<file path="src/rtl/bram_pkg.sv">
// Shared types and helpers for block RAM initiators.
package bram_pkg;

    localparam int unsigned BRAM_DW = 32;
    localparam int unsigned BRAM_BW = 4;

    typedef struct packed {
        logic               wr;
        logic [BRAM_DW-1:0] data;
    } bram_rsp_t;

    // Byte address to 32-bit word index.
    function automatic logic [31:0] byte2word(input logic [31:0] addr);
        return {2'b00, addr[31:2]};
    endfunction

endpackage

</file>
<file path="src/rtl/bram_req_master_if.sv">
// Request/response valid-ready channel between the front end and bram_req_master.
interface bram_req_master_if;
    import bram_pkg::*;

    logic                      req_valid;
    logic                      req_ready;
    logic [BRAM_BW-1:0]        req_we;
    logic [31:0]               req_addr;
    logic [31:0]               req_wdata;
    logic                      rsp_valid;
    logic                      rsp_ready;
    logic [BRAM_DW-1:0]        rsp_rdata;
    logic                      rsp_wr;

    modport master (
        output req_valid, req_we, req_addr, req_wdata, rsp_ready,
        input  req_ready, rsp_valid, rsp_rdata, rsp_wr
    );

    modport slave (
        input  req_valid, req_we, req_addr, req_wdata, rsp_ready,
        output req_ready, rsp_valid, rsp_rdata, rsp_wr
    );

endinterface

</file>
<file path="src/rtl/bram_rsp_fifo.sv">
// Synchronous circular-buffer FIFO with occupancy count and head-of-queue output.
module bram_rsp_fifo #(
    parameter int unsigned Depth = 2,
    parameter int unsigned Width = 33
) (
    input  logic                     CLK,
    input  logic                     RST,
    input  logic                     push_i,
    input  logic [Width-1:0]         data_i,
    input  logic                     pop_i,
    output logic [$clog2(Depth):0]   count_o,
    output logic [Width-1:0]         head_o
);

    localparam int unsigned PtrW = $clog2(Depth);
    localparam int unsigned CntW = PtrW + 1;

    logic [Width-1:0] mem_q [Depth];
    logic [PtrW-1:0]  wr_ptr_q, rd_ptr_q;
    logic [CntW-1:0]  count_q;

    // Storage carries no reset; validity is tracked by count_q alone.
    always_ff @(posedge CLK) begin
        if (!RST && push_i) begin
            mem_q[wr_ptr_q] <= data_i;
        end
    end

    always_ff @(posedge CLK) begin
        if (RST) begin
            wr_ptr_q <= '0;
            rd_ptr_q <= '0;
            count_q  <= '0;
        end else begin
            if (push_i) wr_ptr_q <= wr_ptr_q + PtrW'(1);
            if (pop_i)  rd_ptr_q <= rd_ptr_q + PtrW'(1);
            if (push_i && !pop_i) begin
                count_q <= count_q + CntW'(1);
            end else if (!push_i && pop_i) begin
                count_q <= count_q - CntW'(1);
            end
        end
    end

    assign count_o = count_q;
    assign head_o  = mem_q[rd_ptr_q];

endmodule

</file>
<file path="src/rtl/bram_req_master.sv">
// Valid/ready initiator for a single-port byte-writable BRAM with a buffered
// one-cycle-latency read path.
module bram_req_master
    import bram_pkg::*;
#(
    parameter int unsigned RSP_DEPTH = 2,
    parameter bit          BYTE_ADDR = 1'b1
) (
    input  logic                CLK,
    input  logic                RST,
    bram_req_master_if.slave    bus,
    output logic                bram_en_o,
    output logic [BRAM_BW-1:0]  bram_we_o,
    output logic [31:0]         bram_a_o,
    output logic [BRAM_DW-1:0]  bram_di_o,
    input  logic [BRAM_DW-1:0]  bram_do_i
);

    localparam int unsigned CntW = $clog2(RSP_DEPTH) + 1;
    localparam logic [CntW:0] DepthCmp = (CntW + 1)'(RSP_DEPTH);

    logic            accept;
    logic            pop;
    logic            inflight_q;
    logic            inflight_wr_q;
    logic [CntW-1:0] count;
    logic [CntW:0]   occ;
    bram_rsp_t       push_data;
    bram_rsp_t       head;

    // Reserve a FIFO slot for every access whose data has not landed yet, so
    // the one-cycle-only RAM output can always be captured.
    assign occ = {1'b0, count} + (CntW + 1)'(inflight_q) - (CntW + 1)'(pop);

    assign bus.req_ready = !RST && (occ < DepthCmp);
    assign accept        = bus.req_valid && bus.req_ready;

    assign bram_en_o = accept;
    assign bram_we_o = accept ? bus.req_we : '0;
    assign bram_a_o  = RST ? '0 : (BYTE_ADDR ? byte2word(bus.req_addr) : bus.req_addr);
    assign bram_di_o = RST ? '0 : bus.req_wdata;

    always_ff @(posedge CLK) begin
        if (RST) begin
            inflight_q    <= 1'b0;
            inflight_wr_q <= 1'b0;
        end else begin
            inflight_q    <= accept;
            inflight_wr_q <= accept && (|bus.req_we);
        end
    end

    assign push_data = '{wr: inflight_wr_q, data: bram_do_i};

    bram_rsp_fifo #(
        .Depth (RSP_DEPTH),
        .Width ($bits(bram_rsp_t))
    ) u_rsp_fifo (
        .CLK     (CLK),
        .RST     (RST),
        .push_i  (inflight_q),
        .data_i  (push_data),
        .pop_i   (pop),
        .count_o (count),
        .head_o  (head)
    );

    assign bus.rsp_valid = !RST && (count != '0);
    assign bus.rsp_rdata = head.data;
    assign bus.rsp_wr    = head.wr;
    assign pop           = bus.rsp_valid && bus.rsp_ready;

endmodule
</file>
<file path="src/flat_wrapper.sv">
// flat-port wrapper written by rule: the top's interface ports become plain ports
module bram_req_master_flat import bram_pkg::*;
#(
    parameter int unsigned RSP_DEPTH = 2,
    parameter bit          BYTE_ADDR = 1'b1
)
  (CLK, RST, bram_en_o, bram_we_o, bram_a_o, bram_di_o, bram_do_i, bus_req_valid, bus_req_we, bus_req_addr, bus_req_wdata, bus_rsp_ready, bus_req_ready, bus_rsp_valid, bus_rsp_rdata, bus_rsp_wr);
  bram_req_master_if bus_i ();
  input  logic CLK;
  input  logic RST;
  output logic bram_en_o;
  output logic [BRAM_BW-1:0] bram_we_o;
  output logic [31:0] bram_a_o;
  output logic [BRAM_DW-1:0] bram_di_o;
  input  logic [BRAM_DW-1:0] bram_do_i;
  input wire logic [$bits(bus_i.req_valid)-1:0] bus_req_valid;
  input wire logic [$bits(bus_i.req_we)-1:0] bus_req_we;
  input wire logic [$bits(bus_i.req_addr)-1:0] bus_req_addr;
  input wire logic [$bits(bus_i.req_wdata)-1:0] bus_req_wdata;
  input wire logic [$bits(bus_i.rsp_ready)-1:0] bus_rsp_ready;
  output wire logic [$bits(bus_i.req_ready)-1:0] bus_req_ready;
  output wire logic [$bits(bus_i.rsp_valid)-1:0] bus_rsp_valid;
  output wire logic [$bits(bus_i.rsp_rdata)-1:0] bus_rsp_rdata;
  output wire logic [$bits(bus_i.rsp_wr)-1:0] bus_rsp_wr;
  assign bus_i.req_valid = bus_req_valid;
  assign bus_i.req_we = bus_req_we;
  assign bus_i.req_addr = bus_req_addr;
  assign bus_i.req_wdata = bus_req_wdata;
  assign bus_i.rsp_ready = bus_rsp_ready;
  assign bus_req_ready = bus_i.req_ready;
  assign bus_rsp_valid = bus_i.rsp_valid;
  assign bus_rsp_rdata = bus_i.rsp_rdata;
  assign bus_rsp_wr = bus_i.rsp_wr;
  bram_req_master #(.RSP_DEPTH(RSP_DEPTH), .BYTE_ADDR(BYTE_ADDR)) u_core (.CLK(CLK), .RST(RST), .bus(bus_i), .bram_en_o(bram_en_o), .bram_we_o(bram_we_o), .bram_a_o(bram_a_o), .bram_di_o(bram_di_o), .bram_do_i(bram_do_i));
endmodule
</file>
<file path="config.mk">
export PLATFORM = sky130hd
export DESIGN_NAME = bram_req_master_flat
export DESIGN_NICKNAME = d
export VERILOG_FILES = /design/src/rtl/bram_pkg.sv /design/src/rtl/bram_req_master_if.sv /design/src/rtl/bram_rsp_fifo.sv /design/src/rtl/bram_req_master.sv /design/src/flat_wrapper.sv
export SDC_FILE = /design/constraint.sdc
export NUM_CORES = 1
export LEC_CHECK = 0
export CORE_UTILIZATION = 33
export DETAILED_ROUTE_END_ITERATION = 16
export GPL_ROUTABILITY_DRIVEN = 0
export PLACE_DENSITY = 0.81
export SLEW_MARGIN = 10
export SYNTH_ARGS = -nofsm -noshare
export SYNTH_HDL_FRONTEND = slang
export SYNTH_HIERARCHICAL = 1
export SYNTH_SLANG_ARGS = --single-unit
</file>
<file path="constraint.sdc">
create_clock -name CLK -period 3.6 [get_ports CLK]
set_clock_uncertainty 0.15 [all_clocks]
set_input_delay 0.36 -clock CLK [delete_from_list [all_inputs] [get_ports CLK]]
set_output_delay 0.36 -clock CLK [all_outputs]
set_load 0.05 [all_outputs]
</file>
==> results.cfg, run 1 <==
[pwr]
clkPwrFrac_pct = 18.3
power_leakage_nw = 1.95
ir_drop_mv = 0.282
swShare_pct = 37.8
seq_power_share_pct = 37.4
power_frac_comb_pct = 44.3
powerDensity_mw_per_mm2 = 511
internal_power_mw = 1.78
switchingPower_mw = 1.08

[setup_path]
crit_start = u_core/u_rsp_fifo/count_o[1]$_SDFFE_PP0P_
rr_worst_depth = 7
required_ns = 3.09
end_kind = output pin
reg2reg_to = u_core/inflight_wr_q$_SDFF_PP0_
critPathMaxStageDelay_ns = 0.55
path_cells = nor2_1 -> nor3b_1 -> ha_1 -> nand2b_1 -> fa_1 -> nand3b_4 -> nor3b_1 -> buf_12
setup.worst_path.end = bram_we_o[2]
crit_fanout = 7
cp.arrival_ns = 2.91
critical_path_class = reg2out
crit_path_start_kind = flop
r2r_slack_ns = 1.17
worstReg2RegStart = u_core/u_rsp_fifo/count_o[1]$_SDFFE_PP0P_
slowest_stage = fa_1
cpMostUsedCell = nor3b_1

[global_routing]
grt_pass1_wl_mm = 14.7
track_usage_pct = 19.8
grt_overflow = 0
antenna_found_initial = 1
grt_start_max_net_pins = 73
grt_pass1_vias = 2701

[synth]
yosysSeqAreaShare_pct = 65.6
synthAdderAreaFrac_pct = 1.39
async_reset_ff_share_pct = 0
netlist_instances = 215
synthesis.area_sq_mm = 0.00324
synth_compound_area_share_pct = 0.309
synth-simple-area-share_pct = 16.4
synthXorXnorAreaFrac_pct = 1.58
synth_edf_count = 66
synth_mux_area_share_pct = 11.5
synth.distinct_cells = 27
synth_area_leaders = edfxtp_1, mux2_2, nor2b_1
synth_top_area_share_pct = 61.2
yosysTopAreaCell = edfxtp_1
ys.flop_type = edfxtp_1
yosys_warnings = 6
ys_seq_elements = 73
synth_top_family_by_area = simple AND/OR/NAND/NOR gates
synth_area_per_cell_sq_um = 15.1

[sta]
period_share_pct = 94.9
final-setup-viol-count = 0
relSlewSlack_pct = 48.3
timing.fmax_mhz = 293
fin_crit_ns = 3.42
rsz0062_at_grt = true
slew_violations = 0
worst_slew_pin_slew_ns = 0.776
hold_viol = 0

[detailed_routing]
wl_per_cell_microns = 17.9
routed_wl_mm = 9.92
vias = 2484
ant_nets = 0
drt-pass1-iter-count = 4
drc = 0
avgViaCountPerCell = 4.48
drt_iter0_markers = 63

[placed_design]
post_dp_cell_area_sq_mm = 0.00544
port_buffers = 203
place_inst = 539
hpwl_mm = 7.53

[layout]
fillerInstances = 775
seq_area_sq_mm = 0.00212
finish.net_count = 528
drive_above_1_share_pct = 14.6
multi_input_area_sq_mm = 0.00102
layout_commonest_cell = clkdlybuf4s50_1
areaGrowthSynthToFinish_pct = 73.2
fin_area_sq_mm = 0.00561
layout_common_cells = clkdlybuf4s50_1, edfxtp_1, nor2b_1
final_cells = 555

[floorplan]
boundaryPins = 208
fp.dieW_microns = 101
start_util_pct = 34.5
die_area_sq_mm = 0.0102
fp-row-count = 35
dieHeight_microns = 101
core_area_sq_mm = 0.00937

[clock_network]
cts_sinks = 73
cts.clk_slew.worst_paths_ns = 0.07
root_buffer = clkbuf_8
cts_made_buffers = 9
clockBufferDepth = 2
cts_tree = yes
htreeDepth = 3
ctsHoldBuffers = 0
worstSkewPairLatency_ns = 0.33

[min_path]
hold_class = reg2reg

[status]
outcome = finished, final reports clean

[job]
drv_cap = 0
[registers in the layout, summed over array words and instances, names as in the netlist, named ones only]
| register | flops |
|---|---|
| u_core/u_rsp_fifo/wr_ptr_q | 1 |
| u_core/u_rsp_fifo/count_o | 2 |
| u_core/u_rsp_fifo/rd_ptr_q | 1 |
| u_core/inflight_wr_q | 1 |
| u_core/inflight_q | 1 |
| u_core/u_rsp_fifo/mem_q | 66 |
[repair_timing]
action	CTS	global route
setup endpoints to repair	0	1
buffers inserted	0	0
gates resized for setup	0	0
[final cells by class]
cell class              count  area share, %
diodes                      1         0.0446
inverters                   2          0.134
well taps                 129           2.88
clock buffers               9           2.21
repair buffers            207           38.0
clock inverters             6          0.647
flip-flops and latches     73           37.8
multi-input cells         128           18.3
[per-layer routing]
metal | track usage (%) | up-vias | share of wire [%]
met3 | 7.77 | 15 | 9.1
met1 | 21.1 | 1182 | 38
met2 | 34.7 | 123 | 51
met5 | 0 | - | 0
met4 | 8.36 | 0 | 2.6
li1 | - | 1164 | -
[how the worst min path moves through the flow]
stage | start | endpoint | slack, ns | depth (start not counted)
final | u_core/inflight_wr_q$_SDFF_PP0_ | u_core/u_rsp_fifo/mem_q[1][32]$_DFFE_PP_ | 0.29 | 0
after global routing | u_core/inflight_wr_q$_SDFF_PP0_ | u_core/u_rsp_fifo/mem_q[0][32]$_DFFE_PP_ | 0.30 | 0
after CTS | u_core/inflight_wr_q$_SDFF_PP0_ | u_core/u_rsp_fifo/mem_q[0][32]$_DFFE_PP_ | 0.29 | 0
after detailed placement | u_core/inflight_wr_q$_SDFF_PP0_ | u_core/u_rsp_fifo/mem_q[1][32]$_DFFE_PP_ | 0.27 | 0
after global placement | u_core/inflight_wr_q$_SDFF_PP0_ | u_core/u_rsp_fifo/mem_q[0][32]$_DFFE_PP_ | 0.26 | 0
after floorplan | u_core/inflight_wr_q$_SDFF_PP0_ | u_core/u_rsp_fifo/mem_q[0][32]$_DFFE_PP_ | 0.25 | 0
[critical path, delay by kind of cell, from the launching register on]
kind | cells | cell delay [ns]
adders and majority gates | 2 | 0.84
and+or+nand+nor | 5 | 1.08
buffers and inverters | 1 | 0.20
DFF | 1 | 0.47
[kinds of logic (layout without fill, tap and decap cells)]
family | after synthesis | in the layout
AOI/OAI and AO/OA | 2 | 2
other | 1 | 3
xor gates and xnor gates | 5 | 5
buffers and inverters | 15 | 224
adders and majority gates | 3 | 3
muxes | 33 | 33
and+or+nand+nor | 83 | 83
DFF | 73 | 73
[power by group through the flow]
stage	sequential (mW)	clock, mW	combinational (mW)
floorplan	1.07	0	0.795
global placement	1.08	0	1.26
detailed placement	1.09	0	1.27
CTS	1.07	0.544	1.28
global route	1.08	0.585	1.32
finish	1.07	0.525	1.27
[synthesized netlist by cell type, drive strengths merged, types with 2 or more instances]
cell type  number
nor2            8
and2b           7
nor3b           7
inv             2
xnor2           2
ha              2
dfxtp           7
buf            11
clkbuf          2
mux2           33
xor2            3
edfxtp         66
nor2b          55
[per-stage QoR]
stage / hold slack, ns / worst slack [ns] / setup TNS [ns] / utilization, % / power, mW
floorplan: 0.254 / -0.0207 / -0.0829 / - / 1.87
global placement: 0.262 / 0.326 / 0 / 58.1 / 2.34
detailed placement: 0.268 / 0.255 / 0 / 58.1 / 2.36
CTS: 0.285 / 0.147 / 0 / 59.8 / 2.90
global route: 0.304 / -0.00140 / -0.00140 / 59.8 / 2.99
finish: 0.289 / 0.185 / 0 / 59.8 / 2.86
(Power assumes the default switching activity.)
==> run 2, diff against run 1 <==
Settings changed: CELL_PAD_IN_SITES_DETAIL_PLACEMENT set to 0, CELL_PAD_IN_SITES_GLOBAL_PLACEMENT set to 1, CORE_UTILIZATION 33 to 25.
==> results.cfg, run 2 (synthesized netlist as in run 1, its figures left out) <==
[layout]
top_register = u_core/u_rsp_fifo/mem_q
layout_commonest_cell = clkdlybuf4s50_1
antennaDiodeCount = 0
largest_reg_flops = 66
layout_common_cells = clkdlybuf4s50_1, edfxtp_1, nor2b_1
final_cells = 599
drive_above_1_share_pct = 14.8
areaGrowthSynthToFinish_pct = 78.7
finish.net_count = 529

[sta]
worst_slew_pin_slew_ns = 0.815
hold_viol = 0
rsz0062_at_grt = true
final-setup-viol-count = 0
timing.fmax_mhz = 295
period_share_pct = 94.0
slew_violations = 0
fin_crit_ns = 3.38
relSlewSlack_pct = 45.6

[clock_network]
cts.clk_slew.worst_paths_ns = 0.05
htreeDepth = 3
cts_sinks = 73
ctsResizeCount = 0
root_buffer = clkbuf_16
worstSkewPairLatency_ns = 0.32
ctsHoldBuffers = 0
clockBufferDepth = 2
cts_setup_buffers = 0
cts_made_buffers = 9
cts_tree = yes

[pwr]
internal_power_mw = 2.06
total_power_mw = 3.14
power_frac_comb_pct = 40.2
clkPwrFrac_pct = 25.9
powerDensity_mw_per_mm2 = 543
power_leakage_nw = 2.01
ir_drop_mv = 0.202
swShare_pct = 34.3
seq_power_share_pct = 33.9
switchingPower_mw = 1.08

[placed_design]
port_buffers = 203
place_inst = 583
hpwl_mm = 6.59

[global_routing]
grt_pass1_wl_mm = 13.4
grt_pass1_vias = 2630
grt_start_max_net_pins = 73
grt_overflow = 0
antenna_found_initial = 0
track_usage_pct = 13.6

[detailed_routing]
routed_wl_mm = 8.97
drt_iter0_markers = 103
avgViaCountPerCell = 4.07
drt-pass1-iter-count = 4
wl_per_cell_microns = 15.0
drc = 0
vias = 2435
ant_nets = 0

[floorplan]
die_area_sq_mm = 0.0134
fp-row-count = 41
dieHeight_microns = 116
core_area_sq_mm = 0.0126
boundaryPins = 208
fp.dieW_microns = 116
start_util_pct = 25.6

[min_path]
hold_class = reg2reg
worstHoldStart = u_core/inflight_wr_q$_SDFF_PP0_

[setup_path]
crit_start = u_core/u_rsp_fifo/count_o[1]$_SDFFE_PP0P_
cpMostUsedCell = nor3b_1
crit_family = simple AND/OR/NAND/NOR gates
required_ns = 3.09
critPathMaxStageDelay_ns = 0.55
crit_fanout = 7
path_cells = nor2_1 -> nor3b_1 -> ha_1 -> nand2b_1 -> fa_1 -> nand3b_4 -> nor3b_1 -> buf_12
slowest_stage = fa_1
crit_buf_inv = 1
worstReg2RegStart = u_core/u_rsp_fifo/count_o[1]$_SDFFE_PP0P_
cp.arrival_ns = 2.87
r2r_slack_ns = 1.16
end_kind = output pin
critical_path_class = reg2out
crit_path_start_kind = flop

[status]
outcome = finished, final reports clean

[job]
drv_cap = 0
[run 2: worst paths after layout]
kind | cells past startpoint | endpoint
min reg2reg | 0 | u_core/u_rsp_fifo/mem_q[0][32]$_DFFE_PP_
max reg2reg | 7 | u_core/inflight_wr_q$_SDFF_PP0_
min | 0 | u_core/u_rsp_fifo/mem_q[0][32]$_DFFE_PP_
max | 8 | bram_we_o[2]
[run 2: layout make-up]
cell class | count | area [sq um]
Clock buffer | 16 | 282
Timing Repair Buffer | 208 | 2120
Fill cell | 1185 | 6840
Multi-Input combinational cell | 128 | 1030
Sequential cell | 73 | 2120
Inverter | 2 | 7.51
Tap cell | 172 | 215
[run 2: through the flow]
| stage | setup WS [ns] | cell area, sq um | hold WS [ns] | setup TNS (ns) | util, % |
|---|---|---|---|---|---|
| finish | 0.215 | 5780 | 0.281 | 0 | 45.8 |
| global route | -0.000786 | 5780 | 0.286 | -0.000786 | 45.8 |
| CTS | 0.189 | 5770 | 0.280 | 0 | 45.8 |
| detailed placement | 0.308 | 5490 | 0.267 | 0 | 43.5 |
| global placement | 0.340 | 5490 | 0.258 | 0 | 43.5 |
| floorplan | -0.0207 | 3240 | 0.254 | -0.0829 | - |
[run 2: power by group through the flow]
| stage | sequential [mW] | combinational [mW] | clock, mW |
|---|---|---|---|
| after floorplan | 1.07 | 0.795 | 0 |
| after global placement | 1.08 | 1.26 | 0 |
| after detailed placement | 1.08 | 1.27 | 0 |
| after CTS | 1.07 | 1.27 | 0.839 |
| after global routing | 1.08 | 1.33 | 0.882 |
| final | 1.07 | 1.26 | 0.813 |
[run 2: per-layer routing]
| metal | vias to the layer above | track usage [%] | wire [microns] |
|---|---|---|---|
| met2 | 136 | 22.9 | 4370 |
| met5 | - | 0 | 0 |
| met3 | 12 | 7.17 | 1060 |
| li1 | 1165 | - | - |
| met4 | 0 | 4.62 | 144 |
| met1 | 1122 | 14.6 | 3400 |
==> run 3, diff against run 2 <==
==> constraint.sdc (replaced) <==
create_clock -name CLK -period 3.6 [get_ports CLK]
set_clock_uncertainty 0.15 [all_clocks]
set_input_delay 0.9 -clock CLK [delete_from_list [all_inputs] [get_ports CLK]]
set_output_delay 0.9 -clock CLK [all_outputs]
set_load 0.05 [all_outputs]
==> results.cfg, run 3 (synthesized netlist as in run 1, its figures left out) <==
[status]
outcome = finished with violations
violations = negative setup slack

[sta]
fin_crit_ns = 3.83
timing.fmax_mhz = 261
fin_ws_ns = -0.235
hold_viol = 0
period_share_pct = 107
final-setup-viol-count = 6
whs_ns = 0.279
slew_violations = 0
relSlewSlack_pct = 55.9
worst_slew_pin_slew_ns = 0.661
rsz0062_at_grt = true

[setup_path]
end_kind = output pin
critPathMaxStageDelay_ns = 0.57
r2r_slack_ns = 1.08
worstReg2RegStart = u_core/u_rsp_fifo/count_o[0]$_SDFFE_PP0P_
cpMostUsedCell = nor3b_4
crit_buf_inv = 2
crit_fanout = 6
cp.arrival_ns = 2.78
required_ns = 2.55
slowest_stage = fa_2
crit_family = adder cells
reg2reg_to = u_core/inflight_wr_q$_SDFF_PP0_
rr_worst_depth = 9
crit_path_start_kind = input port
critical_path_class = in2out
path_cells = buf_8 -> nor3b_4 -> ha_1 -> nand2b_4 -> fa_2 -> nand3b_4 -> nor3b_4 -> buf_12

[pwr]
powerDensity_mw_per_mm2 = 591
ir_drop_mv = 0.426
power_leakage_nw = 2.22

[layout]
layout_common_cells = clkdlybuf4s50_1, buf_4, edfxtp_1
finish.net_count = 539
fin_area_sq_mm = 0.00588
antennaDiodeCount = 0
top_register = u_core/u_rsp_fifo/mem_q
layout_commonest_cell = clkdlybuf4s50_1
fillerInstances = 1146
drive_above_1_share_pct = 33.6
areaGrowthSynthToFinish_pct = 81.8
largest_reg_flops = 66

[clock_network]
clockBufferDepth = 2
ctsHoldBuffers = 0
cts.clk_slew.worst_paths_ns = 0.05
worstSkewPairLatency_ns = 0.32
root_buffer = clkbuf_16
htreeDepth = 3
cts_tree = yes
cts_made_buffers = 9
cts_sinks = 73

[global_routing]
grt_pass1_vias = 2574
grt_start_max_net_pins = 73
grt_pass1_wl_mm = 13.4
grt_overflow = 0
track_usage_pct = 13.5
antenna_found_initial = 0

[min_path]
whs_endpoint = u_core/u_rsp_fifo/mem_q[0][32]$_DFFE_PP_
hold_depth = 0
worstHoldStart = u_core/inflight_wr_q$_SDFF_PP0_
hold_class = reg2reg

[detailed_routing]
avgViaCountPerCell = 4.03
routed_wl_mm = 8.86
wl_per_cell_microns = 14.5
drt_iter0_markers = 124
vias = 2457
ant_nets = 0
drt-pass1-iter-count = 6
drc = 0

[floorplan]
boundaryPins = 208
dieHeight_microns = 116
fp.dieW_microns = 116
die_area_sq_mm = 0.0134
core_area_sq_mm = 0.0126
fp-row-count = 41
start_util_pct = 25.6

[placed_design]
post_dp_cell_area_sq_mm = 0.00548
port_buffers = 203
hpwl_mm = 6.78

[job]
drv_cap = 0
## run 3: changes by cell type in the layout (fill, tap and decap cells not counted), sizes merged
cell           previous run  this run
buf                      12        86
clkdlybuf4s50           196       132
clkbuf                   16        11
bufinv                    0         3
clkinv                    0         2
## run 3: worst max-delay path by stage
stage	startpoint	cells past startpoint	slack, ns	endpoint
final	RST	8	-0.23	bram_we_o[2]
after global routing	RST	8	-0.32	bram_we_o[2]
after CTS	RST	8	-0.25	bram_we_o[2]
after detailed placement	bus_rsp_ready	8	-0.62	bram_we_o[2]
after global placement	bus_rsp_ready	8	-0.57	bram_we_o[1]
after floorplan	RST	7	-0.35	bram_we_o[0]
## run 3: per-stage QoR
| step | setup WS (ns) | utilization [%] | instances | setup TNS (ns) | power, mW |
|---|---|---|---|---|---|
| 2_1_floorplan | -0.353 | - | 216 | -1.90 | 1.95 |
| 6_report | -0.235 | 46.6 | 609 | -1.22 | 3.48 |
| 3_3_place_gp | -0.574 | 43.5 | 588 | -3.20 | 2.44 |
| 3_5_place_dp | -0.622 | 43.5 | 588 | -3.40 | 2.46 |
| 5_1_grt | -0.322 | 46.6 | 609 | -1.72 | 3.63 |
| 4_1_cts | -0.253 | 46.3 | 606 | -1.22 | 3.47 |
## run 3: worst register-to-register path: stages (launching register included)
cell and delay [ns]:
dfxtp_1 0.40, nor2_1 0.11, nor3b_4 0.20, ha_1 0.25
nand2b_4 0.14, fa_2 0.57, nand3b_4 0.18, buf_4 0.18
buf_4 0.12, nor3_1 0.14
## run 3: area by class of cell
| type | instances | area [sq um] | share of cell area [%] |
|---|---|---|---|
| Clock buffer | 11 | 233 | 3.95 |
| Multi-Input combinational cell | 128 | 1130 | 19.1 |
| Inverter | 2 | 7.51 | 0.128 |
| Clock inverter | 5 | 104 | 1.76 |
| Tap cell | 172 | 215 | 3.66 |
| Timing Repair Buffer | 218 | 2080 | 35.3 |
| Sequential cell | 73 | 2120 | 36.1 |
## run 3: report_power, final
part	switching (mW)	internal, mW	leakage [nW]
Combinational	0.810	0.611	1.40
Clock	0.309	0.676	0.164
Sequential	0.0482	1.03	0.655
Total	1.17	2.31	2.22
## run 3: repair_timing
action | CTS | global route
resized for setup | 5 | 3
pin swaps | 8 | 5
buffers inserted | 2 | 3
setup endpoints to repair | 6 | 6
## run 3: per-layer routing
layer	vias up	global-route usage (%)	routed length, microns
li1	1185	-	-
met1	1145	14.4	3200
met2	123	24.2	4730
met3	4	6.49	907
met4	0	3.08	23
met5	-	0	0
